$ cat src/rtl/cmn_pwm_pkg.sv
// cmn_pwm_pkg: host register map, watchdog clear key and command FSM states for cmn_pwm_cmd
package cmn_pwm_pkg;
  localparam logic [2:0] ADDR_P01 = 3'd0;
  localparam logic [2:0] ADDR_P23 = 3'd1;
  localparam logic [2:0] ADDR_P45 = 3'd2;
  localparam logic [2:0] ADDR_BRK = 3'd3;
  localparam logic [2:0] ADDR_EN  = 3'd4;
  localparam logic [2:0] ADDR_CLR = 3'd5;
  localparam logic [9:0] WDOG_KEY = 10'h15A;
  typedef enum logic [1:0] {IDLE, RUN, EXPIRED} state_t;
endpackage

$ cat src/rtl/cmn_slew_lim.sv
// cmn_slew_lim: one channel ramp register (cur) stepping toward tgt by at most STEP per tick; ports clk, reset, tick, tgt in, cur out
module cmn_slew_lim #(
  parameter int W    = 10,
  parameter int STEP = 8
) (
  input  logic         clk,
  input  logic         reset,
  input  logic         tick,
  input  logic [W-1:0] tgt,
  output logic [W-1:0] cur
);
  localparam logic [W:0]   STEP_W = (W+1)'(STEP);
  localparam logic [W-1:0] STEP_N = W'(STEP);
  logic [W:0]   up, dn;
  logic [W-1:0] nxt;
  always_comb begin
    up  = {1'b0, tgt} - {1'b0, cur};
    dn  = {1'b0, cur} - {1'b0, tgt};
    nxt = (tgt >= cur) ? ((up <= STEP_W) ? tgt : cur + STEP_N)
                       : ((dn <= STEP_W) ? tgt : cur - STEP_N);
  end
  always_ff @(posedge clk or posedge reset)
    if (reset) cur <= '0;
    else if (tick) cur <= nxt;
endmodule

$ cat src/rtl/cmn_pwm_cmd.sv
// cmn_pwm_cmd: host duty/enable command stage with slew limit, period-aligned outputs and host watchdog; host wr_* in, duties/enables/status out
module cmn_pwm_cmd
  import cmn_pwm_pkg::*;
#(
  parameter int DUTY_WIDTH = 10,
  parameter int SLEW_STEP  = 8,
  parameter int WDOG_TICKS = 50
) (
  input  logic                  clk,
  input  logic                  reset,
  input  logic                  pulse_200us,
  input  logic                  start_pwm_period,
  input  logic                  wr_en,
  input  logic [2:0]            wr_addr,
  input  logic [DUTY_WIDTH-1:0] wr_data,
  output logic                  wr_ack,
  output logic [DUTY_WIDTH-1:0] mot_pwm_param01,
  output logic [DUTY_WIDTH-1:0] mot_pwm_param23,
  output logic [DUTY_WIDTH-1:0] mot_pwm_param45,
  output logic [DUTY_WIDTH-1:0] brk_pwm_param,
  output logic                  mot_en_in,
  output logic                  brk_en_in,
  output logic                  wdog_expired,
  output logic                  ramp_busy
);
  localparam int CW = (WDOG_TICKS > 0) ? $clog2(WDOG_TICKS + 1) : 1;
  localparam logic [CW-1:0] WDOG_LAST = CW'((WDOG_TICKS > 0) ? WDOG_TICKS - 1 : 0);
  state_t state, state_nxt;
  logic [CW-1:0] cnt, cnt_nxt;
  logic [1:0] en_req, en_req_nxt;
  logic wr_ch, wr_valid, clr_ok, expire;
  logic [DUTY_WIDTH-1:0] tgt [4];
  logic [DUTY_WIDTH-1:0] cur [4];
  logic [DUTY_WIDTH-1:0] out [4];
  always_comb begin
    wr_ch      = wr_en && wr_addr <= ADDR_BRK;
    wr_valid   = wr_en && wr_addr <= ADDR_EN;
    clr_ok     = wr_en && wr_addr == ADDR_CLR && wr_data == DUTY_WIDTH'(WDOG_KEY);
    expire     = state == RUN && WDOG_TICKS != 0 && pulse_200us && !wr_valid && cnt == WDOG_LAST;
    state_nxt  = (state == IDLE) ? (wr_valid ? RUN : IDLE)
               : (state == RUN)  ? (expire ? EXPIRED : RUN)
               : (clr_ok ? RUN : EXPIRED);
    cnt_nxt    = (state != RUN || state_nxt != RUN || wr_valid) ? '0
               : pulse_200us ? cnt + 1'b1 : cnt;
    en_req_nxt = (state_nxt == EXPIRED) ? 2'b00
               : (state != EXPIRED && wr_en && wr_addr == ADDR_EN) ? wr_data[1:0] : en_req;
  end
  always_ff @(posedge clk or posedge reset)
    if (reset) state <= IDLE;
    else state <= state_nxt;
  always_ff @(posedge clk or posedge reset)
    if (reset) begin
      cnt       <= '0;
      en_req    <= '0;
      mot_en_in <= 1'b0;
      brk_en_in <= 1'b0;
      wr_ack    <= 1'b0;
      for (int k = 0; k < 4; k++) begin
        tgt[k] <= '0;
        out[k] <= '0;
      end
    end else begin
      cnt       <= cnt_nxt;
      en_req    <= en_req_nxt;
      wr_ack    <= wr_en;
      mot_en_in <= en_req_nxt[0] && (mot_en_in || (start_pwm_period && en_req[0]));
      brk_en_in <= en_req_nxt[1] && (brk_en_in || (start_pwm_period && en_req[1]));
      for (int k = 0; k < 4; k++) begin
        if (state_nxt == EXPIRED) tgt[k] <= '0;
        else if (state != EXPIRED && wr_ch && wr_addr[1:0] == 2'(k)) tgt[k] <= wr_data;
        if (start_pwm_period) out[k] <= cur[k];
      end
    end
  for (genvar i = 0; i < 4; i++) begin : g_ch
    cmn_slew_lim #(.W(DUTY_WIDTH), .STEP(SLEW_STEP)) u_slew (
      .clk  (clk),
      .reset(reset),
      .tick (pulse_200us),
      .tgt  (tgt[i]),
      .cur  (cur[i])
    );
  end
  always_comb begin
    ramp_busy = 1'b0;
    for (int k = 0; k < 4; k++) ramp_busy = ramp_busy | (cur[k] != tgt[k]) | (out[k] != cur[k]);
  end
  assign wdog_expired    = state == EXPIRED;
  assign mot_pwm_param01 = out[ADDR_P01[1:0]];
  assign mot_pwm_param23 = out[ADDR_P23[1:0]];
  assign mot_pwm_param45 = out[ADDR_P45[1:0]];
  assign brk_pwm_param   = out[ADDR_BRK[1:0]];
endmodule

$ cat config.mk
export PLATFORM = sky130hd
export DESIGN_NAME = cmn_pwm_cmd
export DESIGN_NICKNAME = d
export VERILOG_FILES = /design/src/rtl/cmn_pwm_pkg.sv /design/src/rtl/cmn_slew_lim.sv /design/src/rtl/cmn_pwm_cmd.sv
export SDC_FILE = /design/constraint.sdc
export NUM_CORES = 1
export LEC_CHECK = 0
export ABC_AREA = 1
export CORE_UTILIZATION = 55
export DETAILED_ROUTE_END_ITERATION = 6
export PLACE_DENSITY = 0.74
export SKIP_CTS_REPAIR_TIMING = 1
export SYNTH_ARGS = -nofsm -noshare
export SYNTH_HDL_FRONTEND = slang
export SYNTH_SLANG_ARGS = --single-unit
$ cat constraint.sdc
create_clock -name clk -period 10.1 [get_ports clk]
set_input_delay 2.02 -clock clk [delete_from_list [all_inputs] [get_ports clk]]
set_output_delay 2.02 -clock clk [all_outputs]
set_load 0.05 [all_outputs]
==> flow_metrics.py <==
metrics = {
    "detailed_routing": {
        "wl_per_cell_um": 16.4,
        "drt_wl_total_um": 35200,
        "drt_iter0_drc": 936,
        "via_per_inst": 5.53,
        "postRouteAntennaNets": 0,
        "num_vias": 11900,
        "drc_errors": 0,
        "dr.pass1.iters": 5,
    },
    "final_layout": {
        "final_common_cell": "nand2_1",
        "drive_above_1_share": 0.0619,
        "areaGrowthSynthToFinish_pct": 11.7,
        "final_cell_mix": "570 x nand2_1, 252 x inv_1, 231 x nand3_1",
        "fin_nets": 1968,
        "finish.instance_area_um2": 13400,
        "final_cells": 2148,
        "fillers": 2022,
        "diodes": 0,
    },
    "clocking": {
        "clock-sinks": 133,
        "htree_levels": 4,
        "numCtsBuffers": 17,
        "clk_latency_ns": 0.43,
        "cts_tree": "done",
        "clk_pin_slew_ns": 0.06,
        "clockBufferDepth": 2,
        "cts.root.buffer_cell": "clkbuf_16",
    },
    "setup_path": {
        "crit_required_ns": 8.08,
        "cp_slowest_cell": "clkdlybuf4s50_1",
        "regToRegStartpoint": "g_ch[3].u_slew.cur[6]$_DFFE_PP0P_",
        "arrival_ns": 3.48,
        "cp_max_fo": 6,
        "crit_buf_inv": 2,
        "start_kind": "register",
        "max_stage_delay_ns": 0.74,
        "cp_cell_sequence": "clkinv_1, ha_1, nand2_2, nor2_4, nand2_1, nor2_1, nand4_1, nor3_1, nand3b_1, clkdlybuf4s50_1",
        "end_kind": "output pin",
        "cp-startpoint": "g_ch[0].u_slew.cur[6]$_DFFE_PP0P_",
        "cpLargestDelayFamily": "simple AND/OR/NAND/NOR gates",
        "path_class": "reg2out",
    },
    "synthesis": {
        "synth_edf_count": 0,
        "synth_cell_type_count": 42,
        "netlist_area_um2": 12000,
        "synth-main-ff-cell": "dfrtp_1",
        "async_flop_share": 1.00,
        "syn_inst": 1817,
        "syn_nets": 1925,
        "seq_area_frac_synth": 0.278,
        "syn_area_per_cell_um2": 6.58,
        "yosys_register_bits": 133,
        "yosys_warnings": 0,
    },
    "place": {
        "dpl.cell_count": 2116,
        "gp_congestion": 0.965,
        "port_buffers": 62,
        "dpl_cell_area_um2": 12800,
        "dp_hpwl_um": 27300,
    },
    "sta": {
        "fin_skew_ns": 0.00631,
        "period_needed_ns": 5.50,
        "rsz0062_at_grt": "no",
        "hold_viol": 0,
        "slew_violations": 0,
        "slew-limit-headroom": 0.244,
        "post-route-period-util": 0.544,
        "setup_viol": 0,
        "whs_ns": 0.524,
        "setup_tns_ns": 0,
        "fmax_mhz": 182,
        "max_slew.worst_pin.slew_ns": 1.13,
    },
    "power": {
        "pwr-share-clk": 0.171,
        "switching_share": 0.521,
        "combPwrFrac": 0.612,
        "pwr-share-seq": 0.217,
        "internal_power_w": 0.00173,
        "ir_drop_mv": 0.102,
        "p_per_area_nw_per_um2": 271,
        "switching_power_w": 0.00189,
        "finalPower_w": 0.00362,
        "p_leak_nw": 6.79,
    },
    "worst_hold_path": {
        "hp-class": "reg2reg",
        "hold_start": "tgt[21]$_DFFE_PP0P_",
    },
    "floorplanning": {
        "dieWidth_um": 149,
        "io-pin-count": 63,
        "design.die.area_um2": 22300,
        "rows": 53,
        "die_h_um": 149,
        "initial_core_util": 0.565,
        "core-area_um2": 21200,
    },
    "grt": {
        "grt_pass1_vias": 11100,
        "grt_start_max_net_pins": 83,
        "grtUsageTotal": 0.327,
        "grt_pass1_wl_um": 56800,
        "overflow": 0,
        "antenna_found_initial": 0,
    },
    "job": {
        "drv_cap": 0,
    },
    "run_status": {
        "outcome": "completed",
    },
}
==> cell families (layout without fill, tap and decap cells) <==
family	Yosys count	in the layout	share of synthesized area
simple gates	1044	1044	0.393
buf+inv	305	361	0.0973
compound gates	162	162	0.0744
flops	133	133	0.278
fa+ha+maj	90	90	0.0942
xor+xnor	82	82	0.0616
mux	1	1	0.000942
==> final cells by class <==
cell class / count / area (µm²) / share of cell area
multi-input combinational: 1379 / 7460 / 0.559
tap: 275 / 344 / 0.0258
inverter: 263 / 992 / 0.0743
timing repair buffer: 66 / 641 / 0.0480
clock inverter: 11 / 100 / 0.00750
clock buffer: 21 / 480 / 0.0360
sequential: 133 / 3330 / 0.249
==> through the flow <==
| step | utilization | setup slack [ns] |
|---|---|---|
| 3_5_place_dp | 0.604 | 5.08 |
| 5_1_grt | 0.631 | 4.38 |
| 6_report | 0.631 | 4.60 |
| 2_1_floorplan | - | 4.53 |
| 3_3_place_gp | 0.604 | 5.16 |
| 4_1_cts | 0.631 | 4.62 |
==> power by group through the flow <==
stage / sequential (W) / combinational, W / clock [W]
after global routing: 0.000802 / 0.00246 / 0.000649
after floorplan: 0.000854 / 0.00158 / 0
after global placement: 0.000785 / 0.00217 / 0
final: 0.000788 / 0.00222 / 0.000619
after CTS: 0.000784 / 0.00220 / 0.000622
after detailed placement: 0.000793 / 0.00218 / 0
==> layer usage <==
layer,vias to the layer above,global-route usage,routed length [µm]
met1,5550,0.437,15500
li1,5858,-,-
met4,0,0.118,1170
met2,393,0.535,16500
met3,73,0.0485,2050
met5,-,0,0
==> state kept, by name (all words and copies together), names as in the netlist <==
signal / count
tgt: 40
en_req: 2
mot_pwm_param01: 10
brk_pwm_param: 10
mot_pwm_param45: 10
mot_en_in: 1
g_ch.u_slew.cur: 40
cnt: 6
brk_en_in: 1
mot_pwm_param23: 10
state: 2
wr_ack: 1
==> synthesized netlist by cell type (all sizes together) (2+ instances only) <==
cell type  instances  area share
nand2            594        0.19
inv              260       0.082
nand3            246        0.11
nor2             141       0.056
dfrtp            133        0.28
ha                90       0.094
a21oi             73       0.032
o21ai             66       0.028
xnor2             42       0.031
xor2              40       0.031
nand4             36       0.019
clkbuf            30      0.0094
nor3              20      0.0084
buf               12      0.0053
o21bai             6      0.0038
nor4               5      0.0026
o22ai              5      0.0026
a21o               3      0.0019
a31oi              3      0.0028
clkinv             3     0.00094
o21a               2      0.0013
==> final timing paths <==
kind                                                     endpoint  slack, ns  cells past startpoint
worst min-delay path                          tgt[21]$_DFFE_PP0P_       0.52                      2
worst min register to register                tgt[21]$_DFFE_PP0P_       0.52                      2
worst max register to register  g_ch[3].u_slew.cur[5]$_DFFE_PP0P_       7.08                     13
min in group asynchronous            brk_pwm_param[3]$_DFFE_PP0P_       2.03                      2
max in group asynchronous                     mot_en_in$_DFF_PP0_       6.71                      3
worst max-delay path                                    ramp_busy       4.60                     10
==> worst min-delay path: stages (launching register included) <==
cell	delay, ns
dfrtp_1	0.37
nand2_1	0.06
o21ai_0	0.06
Power figures use the tool's default switching activity.
==> patch (same flow settings) <==
One comparison of `cnt` changes from == to >=.
--- a/src/rtl/cmn_pwm_cmd.sv
+++ b/src/rtl/cmn_pwm_cmd.sv
@@ -37,5 +37,5 @@
     wr_valid   = wr_en && wr_addr <= ADDR_EN;
     clr_ok     = wr_en && wr_addr == ADDR_CLR && wr_data == DUTY_WIDTH'(WDOG_KEY);
-    expire     = state == RUN && WDOG_TICKS != 0 && pulse_200us && !wr_valid && cnt == WDOG_LAST;
+    expire     = state == RUN && WDOG_TICKS != 0 && pulse_200us && !wr_valid && cnt >= WDOG_LAST;
     state_nxt  = (state == IDLE) ? (wr_valid ? RUN : IDLE)
                : (state == RUN)  ? (expire ? EXPIRED : RUN)
Function: no difference found for any inputs over 4 cycles, from zero or initial values and one cycle with reset high; that may be too few to reach the edited logic, so the function may still have changed.
==> patch against the original RTL <==
  * The flow now finishes with violations (design-rule violations)
  * Cell count unchanged
  * Routed wire length increased by 2.9%
  * Setup slack improved by 0.034 ns
  * Worst hold slack got worse by 0.0092 ns
  * Total power increased by 2.3%
  * Via count increased by 0.68%
  * Area after synthesis decreased by 0.18%
  * Design area increased by 0.17%
  * Sequential cell count unchanged
  * Highest routed layer unchanged
==> patch: results <==
group,metric,value,unit
place,dp_hpwl,27900,um
route,avgRoutedWirePerCell,16.9,um
route,drt_iter0_drc,1221,
worst_setup_path,r2r_slack,7.13,ns
final_layout,nets,1969,
route,vias,12000,
min_path,min_path_cells,2,
route,route.met3.wl,2480,um
worst_setup_path,arrival,3.45,ns
grt,antenna_found_initial,1,
sta,skew,0.0121,ns
clock_tree,htreeDepth,4,
worst_setup_path,startpoint_type,"flop",
clock_tree,cts_root_buf,"clkbuf_16",
min_path,holdPathEnd,"tgt[31]",
worst_setup_path,r2r_end,"g_ch[2].u_slew.cur[4]",
worst_setup_path,worstReg2RegStart,"g_ch[2].u_slew.cur[4]",
route,drtPass1Iterations,7,
power_and_ir_drop,leakage,0.00684,uW
route,dr_wl_met2,16700,um
sta,worst_pin_slew,0.972,ns
grt,grt_pass1_vias,11200,
logic_synthesis,syn-num-nets,1923,
logic_synthesis,synthTopCellsByCount,"569 x nand2_1, 251 x inv_1, 223 x nand3_1",
run_status,violations,"design-rule violations",
power_and_ir_drop,p_sw_share,52.0,%
logic_synthesis,synth-seq-area-share,27.9,%
worst_setup_path,reg2reg_depth,14,
worst_setup_path,cpPeakStageDelay,0.74,ns
logic_synthesis,synthTopCellsByArea,"dfrtp_1 28%, nand2_1 18%, ha_1 9.5%, nand3_1 9.4%, inv_1 7.9%",
grt,grt_first_pass_wirelength,58500,um
run_status,status,"finished, violations left",
route,wirelength_met1,16100,um
place,place_congestion,0.965,
logic_synthesis,syn_avg_cell_area,6.58,um^2
final_layout,drive_gt1_share,6.62,%
final_layout,nFillCells,2052,
grt,grt_max_degree,83,
power_and_ir_drop,peakVddDrop,129,uV
min_path,min_from,"tgt[31]",
clock_tree,cts_buffers,17,
grt,gr-usage-all-layers,33.8,%
route,post-route-drc-count,1,
logic_synthesis,async_flop_share,100,%
route,drt-total-wl,36200,um
worst_setup_path,path_max_fanout,7,
-- patch: per-layer routing --
layer	global-route usage (%)	up-vias
met1	46.4	5554
met2	54.0	463
met4	12.3	0
li1	-	5873
met3	4.59	65
met5	0	-
-- patch: layout make-up --
class / count / area [um^2] / area share (%)
clock buffer: 21 / 450 / 3.37
clock inverter: 11 / 150 / 1.12
inverter: 270 / 1020 / 7.62
multi-input combinational: 1370 / 7430 / 55.5
sequential: 133 / 3330 / 24.9
tap: 275 / 344 / 2.57
timing repair buffer: 68 / 656 / 4.90
-- patch: worst max path at each step --
stage	start	end	slack, ns	cells after the start
floorplan	reset	brk_en_in	4.53	1
global placement	g_ch[3].u_slew.cur[6]	ramp_busy	5.14	10
detailed placement	g_ch[3].u_slew.cur[6]	ramp_busy	5.15	10
CTS	g_ch[3].u_slew.cur[6]	ramp_busy	4.68	10
global route	g_ch[3].u_slew.cur[6]	ramp_busy	4.45	10
finish	g_ch[3].u_slew.cur[6]	ramp_busy	4.63	10
-- patch: power groups by stage --
stage                     sequential [uW]  combinational [uW]  clock (uW)
after floorplan                       856                1630           0
after global placement                789                2220           0
after detailed placement              796                2230           0
after CTS                             787                2250         646
after global routing                  804                2530         672
final                                 791                2270         646
-- patch: critical path, delay by kind of cell, from the launching register on --
kind          cells  cell delay, ns
simple gates      7            1.11
buf+inv           2            0.97
fa+ha+maj         1            0.50
flops             1            0.44
-- patch: kinds of logic after synthesis --
family | synth area share [%]
AOI/OAI and AO/OA | 7.98
xor gates and xnor gates | 5.37
adders and majority gates | 9.54
buffers and inverters | 9.90
DFF | 27.9
muxes | 0.0839
and+or+nand+nor | 39.2
-- patch: per-stage QoR --
step	total power, uW	setup slack (ns)	hold WS [ns]	cell area, um^2
2_1_floorplan	2480	4.53	0.478	11900
3_3_place_gp	3010	5.14	0.497	12800
3_5_place_dp	3030	5.15	0.504	12800
4_1_cts	3680	4.68	0.519	13400
5_1_grt	4010	4.45	0.554	13400
6_report	3710	4.63	0.515	13400
